<file path="src/rtl/adc_spi_cfg_sequencer.sv">
// SPI configuration sequencer for AD9231-family ADCs: walks a register table and writes it
// (with optional readback check) to every selected chip over a shared 3-wire bus.
module adc_spi_cfg_sequencer #(
  parameter int NUM_CS      = 2,
  parameter int NUM_REGS    = 8,
  parameter int CLK_DIV     = 4,
  parameter int VERIFY      = 1,
  parameter int REPEAT_MODE = 1,
  localparam int IDX_W      = (NUM_REGS > 1) ? $clog2(NUM_REGS) : 1
) (
  input  logic              clk_100m,
  input  logic              reset_n,
  input  logic              start,
  input  logic              trig_1hz,
  input  logic [NUM_CS-1:0] chan_mask,
  output logic [IDX_W-1:0]  tbl_idx,
  input  logic [12:0]       tbl_addr,
  input  logic [7:0]        tbl_data,
  output logic [NUM_CS-1:0] spi_cs_n,
  output logic              spi_sclk,
  output logic              sdio_o,
  output logic              sdio_oe,
  input  logic              sdio_i,
  output logic              adc_pdwn,
  output logic              busy,
  output logic              done,
  output logic [NUM_CS-1:0] cfg_err
);

  localparam int CH_W = $clog2(NUM_CS + 1);
  localparam int HC_W = $clog2(CLK_DIV);

  typedef enum logic [2:0] {S_IDLE, S_LOAD, S_SHIFT, S_HOLD, S_GAP, S_DONE} state_t;

  state_t              state, state_nx;
  logic [HC_W-1:0]     hcnt;
  logic [5:0]          half;
  logic [CH_W-1:0]     ch;
  logic [CH_W-1:0]     sel_ch;
  logic                sel_found;
  logic [IDX_W-1:0]    idx;
  logic                phase;
  logic [NUM_CS-1:0]   mask_q;
  logic                auto_q;
  logic                trig_q;
  logic                trigger;
  logic                half_end;
  logic                active;
  logic [23:0]         sh_q;
  logic [7:0]          exp_q;
  logic [7:0]          rx_q;
  logic                sclk_d, oe_d, sdio_d;
  logic [NUM_CS-1:0]   cs_n_d;

  assign half_end = (hcnt == HC_W'(CLK_DIV - 1));
  assign trigger  = auto_q | start | ((REPEAT_MODE != 0) & trig_1hz & ~trig_q);
  assign tbl_idx  = idx;
  assign busy     = (state != S_IDLE);
  assign done     = (state == S_DONE);
  assign adc_pdwn = 1'b0;

  // Lowest selected chip at or above the current one; none left ends the pass.
  always_comb begin
    sel_found = 1'b0;
    sel_ch    = ch;
    for (int i = NUM_CS - 1; i >= 0; i--) begin
      if (mask_q[i] && (CH_W'(i) >= ch)) begin
        sel_found = 1'b1;
        sel_ch    = CH_W'(i);
      end
    end
  end

  always_ff @(posedge clk_100m or negedge reset_n) begin
    if (!reset_n) state <= S_IDLE;
    else          state <= state_nx;
  end

  always_comb begin
    state_nx = state;
    case (state)
      S_IDLE:  if (trigger) state_nx = S_LOAD;
      S_LOAD:  state_nx = sel_found ? S_SHIFT : S_DONE;
      S_SHIFT: if (half_end && half == 6'd48) state_nx = S_HOLD;
      S_HOLD:  if (half_end) state_nx = S_GAP;
      S_GAP:   if (half_end && half == 6'd1) state_nx = S_LOAD;
      S_DONE:  state_nx = S_IDLE;
      default: state_nx = S_IDLE;
    endcase
  end

  // Half-period timing and table/chip walk.
  always_ff @(posedge clk_100m or negedge reset_n) begin
    if (!reset_n) begin
      hcnt    <= '0;
      half    <= '0;
      ch      <= '0;
      idx     <= '0;
      phase   <= 1'b0;
      mask_q  <= '0;
      cfg_err <= '0;
      auto_q  <= 1'b1;
      trig_q  <= 1'b0;
    end else begin
      auto_q <= 1'b0;
      trig_q <= trig_1hz;
      if (state != state_nx) begin
        hcnt <= '0;
        half <= '0;
      end else if (half_end) begin
        hcnt <= '0;
        half <= half + 6'd1;
      end else begin
        hcnt <= hcnt + HC_W'(1);
      end
      if (state == S_IDLE && trigger) begin
        mask_q  <= chan_mask;
        ch      <= '0;
        idx     <= '0;
        phase   <= 1'b0;
        cfg_err <= '0;
      end
      if (state == S_LOAD && sel_found) ch <= sel_ch;
      if (state == S_HOLD && half_end && phase && (rx_q != exp_q)) begin
        for (int i = 0; i < NUM_CS; i++) begin
          if (CH_W'(i) == ch) cfg_err[i] <= 1'b1;
        end
      end
      if (state == S_GAP && half_end && half == 6'd1) begin
        if ((VERIFY != 0) && !phase) begin
          phase <= 1'b1;
        end else begin
          phase <= 1'b0;
          if (idx == IDX_W'(NUM_REGS - 1)) begin
            idx <= '0;
            ch  <= ch + CH_W'(1);
          end else begin
            idx <= idx + IDX_W'(1);
          end
        end
      end
    end
  end

  // Frame shifter, expected value and readback capture; contents only matter inside a frame.
  always_ff @(posedge clk_100m) begin
    if (state == S_LOAD) begin
      sh_q  <= {phase, 2'b00, tbl_addr, (phase ? 8'h00 : tbl_data)};
      exp_q <= tbl_data;
    end else if (state == S_SHIFT && half_end && half != 6'd0 && !half[0]) begin
      sh_q <= {sh_q[22:0], 1'b0};
    end
    if (state == S_SHIFT && phase && half >= 6'd34 && !half[0] && hcnt == '0)
      rx_q <= {rx_q[6:0], sdio_i};
  end

  // Halves: 0 = setup, 2k+1 = SCLK low, 2k+2 = SCLK high for bit period k.
  always_comb begin
    active = (state == S_SHIFT) || (state == S_HOLD);
    sclk_d = (state == S_SHIFT) && (half != 6'd0) && !half[0];
    oe_d   = active && !(phase && ((state == S_HOLD) || (half >= 6'd33)));
    sdio_d = oe_d && sh_q[23];
    for (int i = 0; i < NUM_CS; i++) cs_n_d[i] = !(active && (ch == CH_W'(i)));
  end

  // Pins are registered so the bus sees glitch-free edges; all relations shift by one cycle together.
  always_ff @(posedge clk_100m or negedge reset_n) begin
    if (!reset_n) begin
      spi_cs_n <= '1;
      spi_sclk <= 1'b0;
      sdio_o   <= 1'b0;
      sdio_oe  <= 1'b0;
    end else begin
      spi_cs_n <= cs_n_d;
      spi_sclk <= sclk_d;
      sdio_o   <= sdio_d;
      sdio_oe  <= oe_d;
    end
  end

endmodule
</file>
<file path="config.mk">
export PLATFORM = sky130hd
export DESIGN_NAME = adc_spi_cfg_sequencer
export DESIGN_NICKNAME = d
export VERILOG_FILES = /design/src/rtl/adc_spi_cfg_sequencer.sv
export SDC_FILE = /design/constraint.sdc
export NUM_CORES = 1
export LEC_CHECK = 0
export BUFFER_PORTS_ARGS = -buffer_cell sky130_fd_sc_hd__clkbuf_2
export CAP_MARGIN = 20
export CELL_PAD_IN_SITES_DETAIL_PLACEMENT = 1
export CELL_PAD_IN_SITES_GLOBAL_PLACEMENT = 1
export CORE_ASPECT_RATIO = 0.5
export CORE_UTILIZATION = 42
export DETAILED_ROUTE_END_ITERATION = 8
export PLACE_DENSITY = 0.83
export SETUP_SLACK_MARGIN = 0.02
export SYNTH_ARGS = -nofsm -noshare
export SYNTH_HDL_FRONTEND = slang
export SYNTH_SLANG_ARGS = --single-unit
</file>
<file path="constraint.sdc">
create_clock -name clk_100m -period 2.15 [get_ports clk_100m]
set_input_delay 0.215 -clock clk_100m [delete_from_list [all_inputs] [get_ports clk_100m]]
set_output_delay 0.215 -clock clk_100m [all_outputs]
set_load 0.01 [all_outputs]
</file>
Word-level counts from Yosys, hierarchy flattened
Cells that the tools add are included.

word-level totals
  input bits = 28
  bits in registers = 68
  output and inout bits = 13
  word-level logic and storage cells = 115

cells by class
  bitwise logic cells = 4
  magnitude comparators = 4
  add/sub/neg operators = 4
  mux-type cells = 33
  eq/ne operators = 13
  reduce and logical (&&, ||, !) cells = 39

operators by type and width
  operator               count
  $mux W24               2
  $mux W3                9
  $logic_and A1 B1 Y1    25
  $mux W2                11
  $pmux W3 S5            1
  $ge A6 B6 Y1 const B   2
  $mux W6                2
  $eq A3 B3 Y1 const B   3
  $mux W8                1
  $ne A8 B8 Y1           1
  $mux W1                7
  $add A6 B1 Y6 const B  1
  $eq A3 B2 Y1 const B   2
  $eq A6 B1 Y1 const B   1
  $eq A6 B6 Y1 const B   1
  $reduce_bool A2 Y1     3
  $reduce_bool A6 Y1     1
  $add A2 B1 Y2 const B  2
  $ge A1 B2 Y1 const A   2
  $logic_not A1 Y1       4
  $logic_not A2 Y1       2
  $add A3 B1 Y3 const B  1
  $eq A3 B1 Y1 const B   1
  $logic_not A3 Y1       1
  9 further kinds        11

Depth between registers and ports, before layout
Gate-level depths: netlist (run 1).

  depth after elaboration = 9
  depth in mapped cells = 7
  gate-level depth less buffers = 6

Worst setup path before layout (run 1)
Ideal clock, no wire load.

  path kind = reg2reg
  from = register half[0]
  to = register sh_q[0], enable pin
  arrival = 1.906 ns
  stages on the path, launching flop included = 7
  slack = -0.108 ns
  path buffers = 1
  data required time = 1.798 ns
  library setup time = 0.352 ns
  path through = dfrtp_1 > inv_1 > ha_1 > nor3b_2 > a2111oi_4 > buf_2 > or2_2

on the way
  longest elaborated chain between the ends = 4

ends and longest elaborated chain
  item                                     RTL line  text
  start, declared                          37        logic [5:0] half;
  start signal, assigned                   112       half <= half + 6'd1;
  $reduce_bool A6 Y1                       150       end else if (state == S_SHIFT && half_end && half != 6'd0 && !half[0]) begin
  $logic_and A1 B1 Y1                      150
  $logic_and A1 B1 Y1 (*)                  150
  $reduce_bool A2 Y1 (no source line) (*)  --
  end signal, assigned                     148       sh_q <= {phase, 2'b00, tbl_addr, (phase ? 8'h00 : tbl_data)};
  end signal, assigned                     151       sh_q <= {sh_q[22:0], 1'b0};
  end, declared                            49        logic [23:0] sh_q;

Mark *: on every way between the ends. The rest lies on a longest branch, timed or not.
A chain may end at the register's enable or synchronous reset.

==> results.txt, run 1 <==
startpoint types: flip-flop
flop-to-flop setup slack: -0.01 ns
final worst-path cycle share: 1.01
fill cell count: 774
Syn. warnings: 0
Highest Clock Rate: 462 MHz
worst setup path category: flip-flop to flip-flop
Worst EP arrival: 2.26 ns
ys flop type: edfxtp_1
die area: 0.00819 mm²
# rows: 22
endpoint type of the worst setup path: flip-flop
Port Buffers: 39
fin worst setup slack: -0.0148 ns
CTS Buf Count: 9
R2R depth: 9
Post-synth EDFFs: 38
clk sinks: 68
area leader, netlist: edfxtp_1
Pleak: 1.68 nW
CTS Root Buffer Type: clkbuf_16
routability-driven placement congestion ratio: 0.773
Reg-to-Reg Start: half[1]$_DFFE_PN0P_
H-tree depth: 3
vias in the first global route: 2533
status: complete, but fails checks
Routed WL: 9220 µm
worst path required time: 2.24 ns
worst-path fanout max: 6
routed vias/inst: 5.77
Clock Pin Slew Worst Setup and Hold Paths: 0.05 ns
total number of vias: 2441
Avg Synthesized Cell Area: 12.8 µm²
CP Cell Sequence: inv_1 > ha_1 > nor3b_4 > buf_4 > a2111oi_4 > buf_4 > buf_6 > buf_4 > a22o_1
multi-input logic area: 0.00131 mm²
Area Growth Syn to Fin: 24.3%
Max-Cap Viols: 0
CP max stage delay: 0.44 ns
final hold violation count: 0
measured slew at the worst slew-check pin: 0.756 ns
Area contributors post-synth: edfxtp_1 35%, dfrtp_1 19%, a22o_1 5.9%
failing checks: setup timing
setup TNS: -0.0148 ns
number of synthesized register bits: 68
IO Pins: 41
DR DRC count: 0
initial drt markers: 213
gr usage total: 0.223
Max clock buf depth: 2
min cycle time layout: 2.16 ns
DP HPWL: 5350 µm
chip height: 64.5 µm
worst vdd ir: 544 µV
Final setup viols: 1
initial antenna violation count: 0
Pwr Density: 1270 mW/mm²
width of the die: 127 µm
sequential share of the synthesized area: 0.575
Reg area: 0.00189 mm²
hold crit path type: input port to flip-flop
Post-Syn Area: 0.00328 mm²
Wirelength per Cell: 21.8 µm
total gr overflow: 0
Initial Utilization: 0.442
fin nets: 361
most used cell, CP: buf_4
first-pass GRT wire length: 13500 µm
Yosys top cell area share: 0.348
Util after Layout: 0.549
Slew Viols, Final: 0
share of layout cells above drive strength 1: 0.294
CP endpoint: sh_q[7]$_DFFE_PP_
CTS tree: built
crit path launch: half[1]$_DFFE_PN0P_
largest net degree at the start of global routing: 29
end of the worst register-to-register path: sh_q[7]$_DFFE_PP_
Rel. slew slack: 0.493
number of distinct library cells after synthesis: 53
Post-DRT Antenna Nets: 0
slowest CP cell: dfrtp_2
Cells after Synth: 256
DRT Pass-1 Iters: 4
Max Clock Skew: 0.00819 ns
clk_lat worst skew: 0.34 ns
# diodes: 0
FFs w/ async S/R, synth: 0.412
core area: 0.00743 mm²
-- where the power goes --
part           switching (mW)  leakage, nW  total (mW)  internal, mW
Sequential              0.200        0.737        1.96          1.76
Clock                   0.559        0.151        1.57          1.01
Combinational            1.02        0.793        1.64         0.627
Total                    1.77         1.68        5.17          3.39
-- area by class of cell --
class	instances	share of cell area
well taps	96	0.0294
multi-input cells	165	0.321
repair buffers	64	0.0985
inverters	14	0.0129
flip-flops and latches	68	0.463
clock inverters	5	0.0190
clock buffers	11	0.0571
-- cells by family (layout without fill, tap and decap cells) --
logic type | count (synthesis) | after routing | share of synthesized area
flops | 68 | 68 | 0.575
compound gates | 67 | 67 | 0.188
simple gates | 64 | 66 | 0.106
buf+inv | 26 | 94 | 0.0355
xor+xnor | 13 | 13 | 0.0347
fa+ha+maj | 11 | 11 | 0.0419
mux | 6 | 6 | 0.0191
other cells | 1 | 2 | 0.00114
-- state kept, by name, summed over array words and instances (netlist names), 2 cells and up --
signal    count
ch            2
tbl_idx       3
hcnt          2
spi_cs_n      2
half          6
rx_q          8
cfg_err       2
exp_q         8
mask_q        2
sh_q         24
state         3
-- synthesized netlist by cell type, types with 2 or more instances --
library cell,instances
nor2b_1,2
edfxtp_1,38
xnor2_1,4
a22o_1,22
and3_1,2
a21o_1,2
buf_2,6
or2_2,3
o211ai_1,7
nand2b_1,2
nand4_1,5
a31oi_1,2
nor2_1,13
xor2_1,9
nand2_1,20
a2111oi_4,3
dfxtp_1,2
o21ai_0,9
inv_1,13
nand3b_1,2
a21oi_1,3
nor4_1,5
mux2i_1,4
ha_1,11
clkbuf_1,3
nor3_1,3
dfstp_2,3
a211oi_1,8
mux2_2,2
dfrtp_1,25
-- worst min path at each step --
stage	to	cells after the start	from	slack (ns)
after floorplan	cfg_err[0]$_DFF_PN0_	0	reset_n	-0.08
after global placement	tbl_idx[2]$_DFF_PN0_	1	reset_n	0.27
after detailed placement	tbl_idx[1]$_DFF_PN0_	1	reset_n	0.30
after CTS	rx_q[0]$_DFFE_PP_	1	sdio_i	0.05
after global routing	rx_q[0]$_DFFE_PP_	1	sdio_i	0.05
final	rx_q[0]$_DFFE_PP_	1	sdio_i	0.06
-- through the flow --
step	setup slack (ns)	area (µm²)	std cells	power (mW)	hold WS [ns]
2_1_floorplan	0.0496	3290	257	2.94	-0.0806
3_3_place_gp	0.207	3640	394	3.32	0.275
3_5_place_dp	0.0878	3640	394	3.43	0.304
4_1_cts	0.0245	3980	412	5.06	0.0541
5_1_grt	-0.0361	4080	423	5.37	0.0460
6_report	-0.0148	4080	423	5.17	0.0573
-- layer usage --
metal | up-vias | wire length (µm) | global-route usage
met2 | 77 | 4650 | 0.387
li1 | 1099 | - | -
met1 | 1242 | 3880 | 0.269
met4 | 0 | 254 | 0.0804
met5 | - | 0 | 0
met3 | 23 | 430 | 0.0628
-- placed cells by master (no fill, tap or decap), drive strengths merged, types with 3 or more instances in the layout --
cell	netlist	routed
a31oi	3	3
mux2i	4	4
nand4	5	5
clkinv	1	4
nand2	20	20
clkbuf	3	51
nor3	3	3
a22o	22	22
o21ai	10	10
ha	11	11
edfxtp	38	38
a21oi	3	3
xor2	9	9
inv	13	13
nor4	6	6
dfstp	3	3
nor2	13	13
a211oi	8	8
xnor2	4	4
or2	3	5
a2111oi	3	3
buf	9	22
o211ai	7	7
dfrtp	25	25
-- timing repair --
item                                    CTS  global route
buffers inserted                          0             7
hold endpoints to repair                 26             0
endpoints found under the setup margin    0            44
resized for setup                         0             5
hold buffers                              2             0
-- critical path: cells and delay by family, from the launching register on --
kind / cells / cell delay, ns
buffers and inverters: 5 / 0.77
adder cells (fa/ha/maj): 1 / 0.19
AO/OA/AOI/OAI: 2 / 0.29
AND/OR/NAND/NOR: 1 / 0.23
flip-flops: 1 / 0.44
(Power assumes the default switching activity.)
==> run 2: changes to the inputs <==
CORE_UTILIZATION = 50   (was 42)
PLACE_DENSITY = 0.92   (was 0.83)
clock period = 2.6 ns   (was 2.15 ns; I/O delays follow)
==> results.txt, run 2 (synthesized netlist as in run 1, its figures left out) <==
setup repair bufs after CTS: 0 (unchanged)
max FFs per register: 24 (unchanged)
R2R depth: 4 (was 9)
clk_lat worst skew: 0.34 ns (about the same)
WL met1: 3750 µm (was 3880 µm)
Pleak: 1.57 nW (was 1.68 nW)
width of the die: 117 µm (was 127 µm)
Max-Cap Viols: 0 (unchanged)
cts repair resizes: 0 (unchanged)
Largest Register: sh_q (unchanged)
Max clock buf depth: 2 (unchanged)
initial antenna violation count: 0 (unchanged)
total number of vias: 2363 (was 2441)
routability-driven placement congestion ratio: 0.860 (was 0.773)
routed vias/inst: 5.98 (was 5.77)
min cycle time layout: 2.42 ns (was 2.16 ns)
chip height: 59.3 µm (was 64.5 µm)
DR DRC count: 0 (unchanged)
# diodes: 0 (unchanged)
Area Growth Syn to Fin: 18.8% (was 24.3%)
Initial Utilization: 0.529 (was 0.442)
measured slew at the worst slew-check pin: 0.800 ns (was 0.756 ns)
Port Buffers: 39 (unchanged)
Final setup viols: 0 (was 1)
DRT Pass-1 Iters: 4 (unchanged)
Wirelength per Cell: 23.6 µm (was 21.8 µm)
min-delay src: trig_1hz (was sdio_i)
H-tree depth: 3 (unchanged)
CTS Buf Count: 9 (unchanged)
Clock Pin Slew Worst Setup and Hold Paths: 0.06 ns (was 0.05 ns)
Reg-to-Reg Start: state[0]$_DFF_PN0_ (was half[1]$_DFFE_PN0P_)
startpoint types: flip-flop (unchanged)
endpoint type of the worst setup path: flip-flop (unchanged)
die area: 0.00691 mm² (was 0.00819 mm²)
clk sinks: 68 (unchanged)
worst setup path category: flip-flop to flip-flop (unchanged)
status: finished clean (was complete, but fails checks)
met2 routed WL: 4780 µm (was 4650 µm)
Regs by FF count: sh_q (24), exp_q (8), rx_q (8) (unchanged)
hold depth: 1 (unchanged)
unrepaired setup endpoints after global routing: false
worst-path fanout max: 14 (was 6)
DP Worst Slack: 0.285 ns (was 0.0878 ns)
DP HPWL: 5870 µm (was 5350 µm)
Slew Viols, Final: 0 (unchanged)
first-pass GRT wire length: 14800 µm (was 13500 µm)
crit path launch: state[0]$_DFF_PN0_ (was half[1]$_DFFE_PN0P_)
Pwr Density: 1070 mW/mm² (was 1270 mW/mm²)
worst vdd ir: 662 µV (was 544 µV)
total gr overflow: 0 (unchanged)
setup TNS: 0 ns (was -0.0148 ns)
commonest non-fill, non-tap cell in the layout: clkbuf_2 (unchanged)
Post-DRT Antenna Nets: 0 (unchanged)
Highest Clock Rate: 413 MHz (was 462 MHz)
gr usage total: 0.311 (was 0.223)
fin nets: 341 (was 361)
CTS tree: built (unchanged)
Detail Route met3 WL: 452 µm (was 430 µm)
initial drt markers: 95 (was 213)
largest net degree at the start of global routing: 29 (unchanged)
final hold violation count: 0 (unchanged)
# rows: 20 (was 22)
most frequent cells in the layout: 39 x clkbuf_2, 38 x edfxtp_1, 25 x dfrtp_1 (was 39 x clkbuf_2, 38 x edfxtp_1, 24 x dfrtp_1)
hold crit path type: input port to flip-flop (unchanged)
worst path required time: 2.82 ns (was 2.24 ns)
Max Clock Skew: 0.00846 ns (was 0.00819 ns)
hold buffer count at cts: 1 (was 2)
core area: 0.00621 mm² (was 0.00743 mm²)
share of layout cells above drive strength 1: 0.254 (was 0.294)
Routed WL: 9320 µm (was 9220 µm)
CTS Root Buffer Type: clkbuf_16 (unchanged)
Max Used Layer: met4 (unchanged)
Worst EP arrival: 2.64 ns (was 2.26 ns)
final worst-path cycle share: 0.931 (was 1.01)
Rel. slew slack: 0.463 (was 0.493)
Util after Layout: 0.628 (was 0.549)
vias in the first global route: 2647 (was 2533)
IO Pins: 41 (unchanged)
fin worst setup slack: 0.179 ns (was -0.0148 ns)
run 2: cell type report:
class	instances	area, µm²
clock buffers	10	229
clock inverters	6	88.8
fillers	645	2310
inverters	14	52.6
multi-input cells	163	1280
flip-flops and latches	68	1890
well taps	88	110
repair buffers	46	250
run 2: power by group:
part | internal [mW] | switching (mW)
Combinational | 0.399 | 0.790
Sequential | 1.45 | 0.216
Clock | 0.839 | 0.477
run 2: path summary, 6_finish.rpt:
path / end / slack (ns)
setup reg to reg: half[5]$_DFFE_PN0P_ / 0.18
hold / removal: trig_q$_DFF_PN0_ / 0.05
hold reg to reg: rx_q[7]$_DFFE_PP_ / 0.49
setup / recovery: half[5]$_DFFE_PN0P_ / 0.18
max in group asynchronous: sdio_oe$_DFF_PN0_ / 1.59
min in group asynchronous: ch[1]$_DFF_PN0_ / 0.54
run 2: worst max-delay path, stage by stage, from the launching register on:
cell and delay (ns):
dfrtp_1 0.67, or3b_1 0.69, a221oi_4 0.39, a31oi_4 0.13, a2111oi_4 0.43
run 2: through the flow:
stage | hold slack (ns) | instance area, µm² | cells | power [mW]
after global placement | 0.326 | 3570 | 378 | 2.69
after CTS | 0.0391 | 3900 | 395 | 4.17
after detailed placement | 0.340 | 3570 | 378 | 2.80
after global routing | 0.0476 | 3900 | 395 | 4.33
after floorplan | -0.0356 | 3290 | 257 | 2.42
final | 0.0459 | 3900 | 395 | 4.18
run 2: layer usage:
layer	vias up	track usage
li1	1052	-
met1	1197	0.365
met2	84	0.527
met3	30	0.0920
met4	0	0.163
met5	-	0
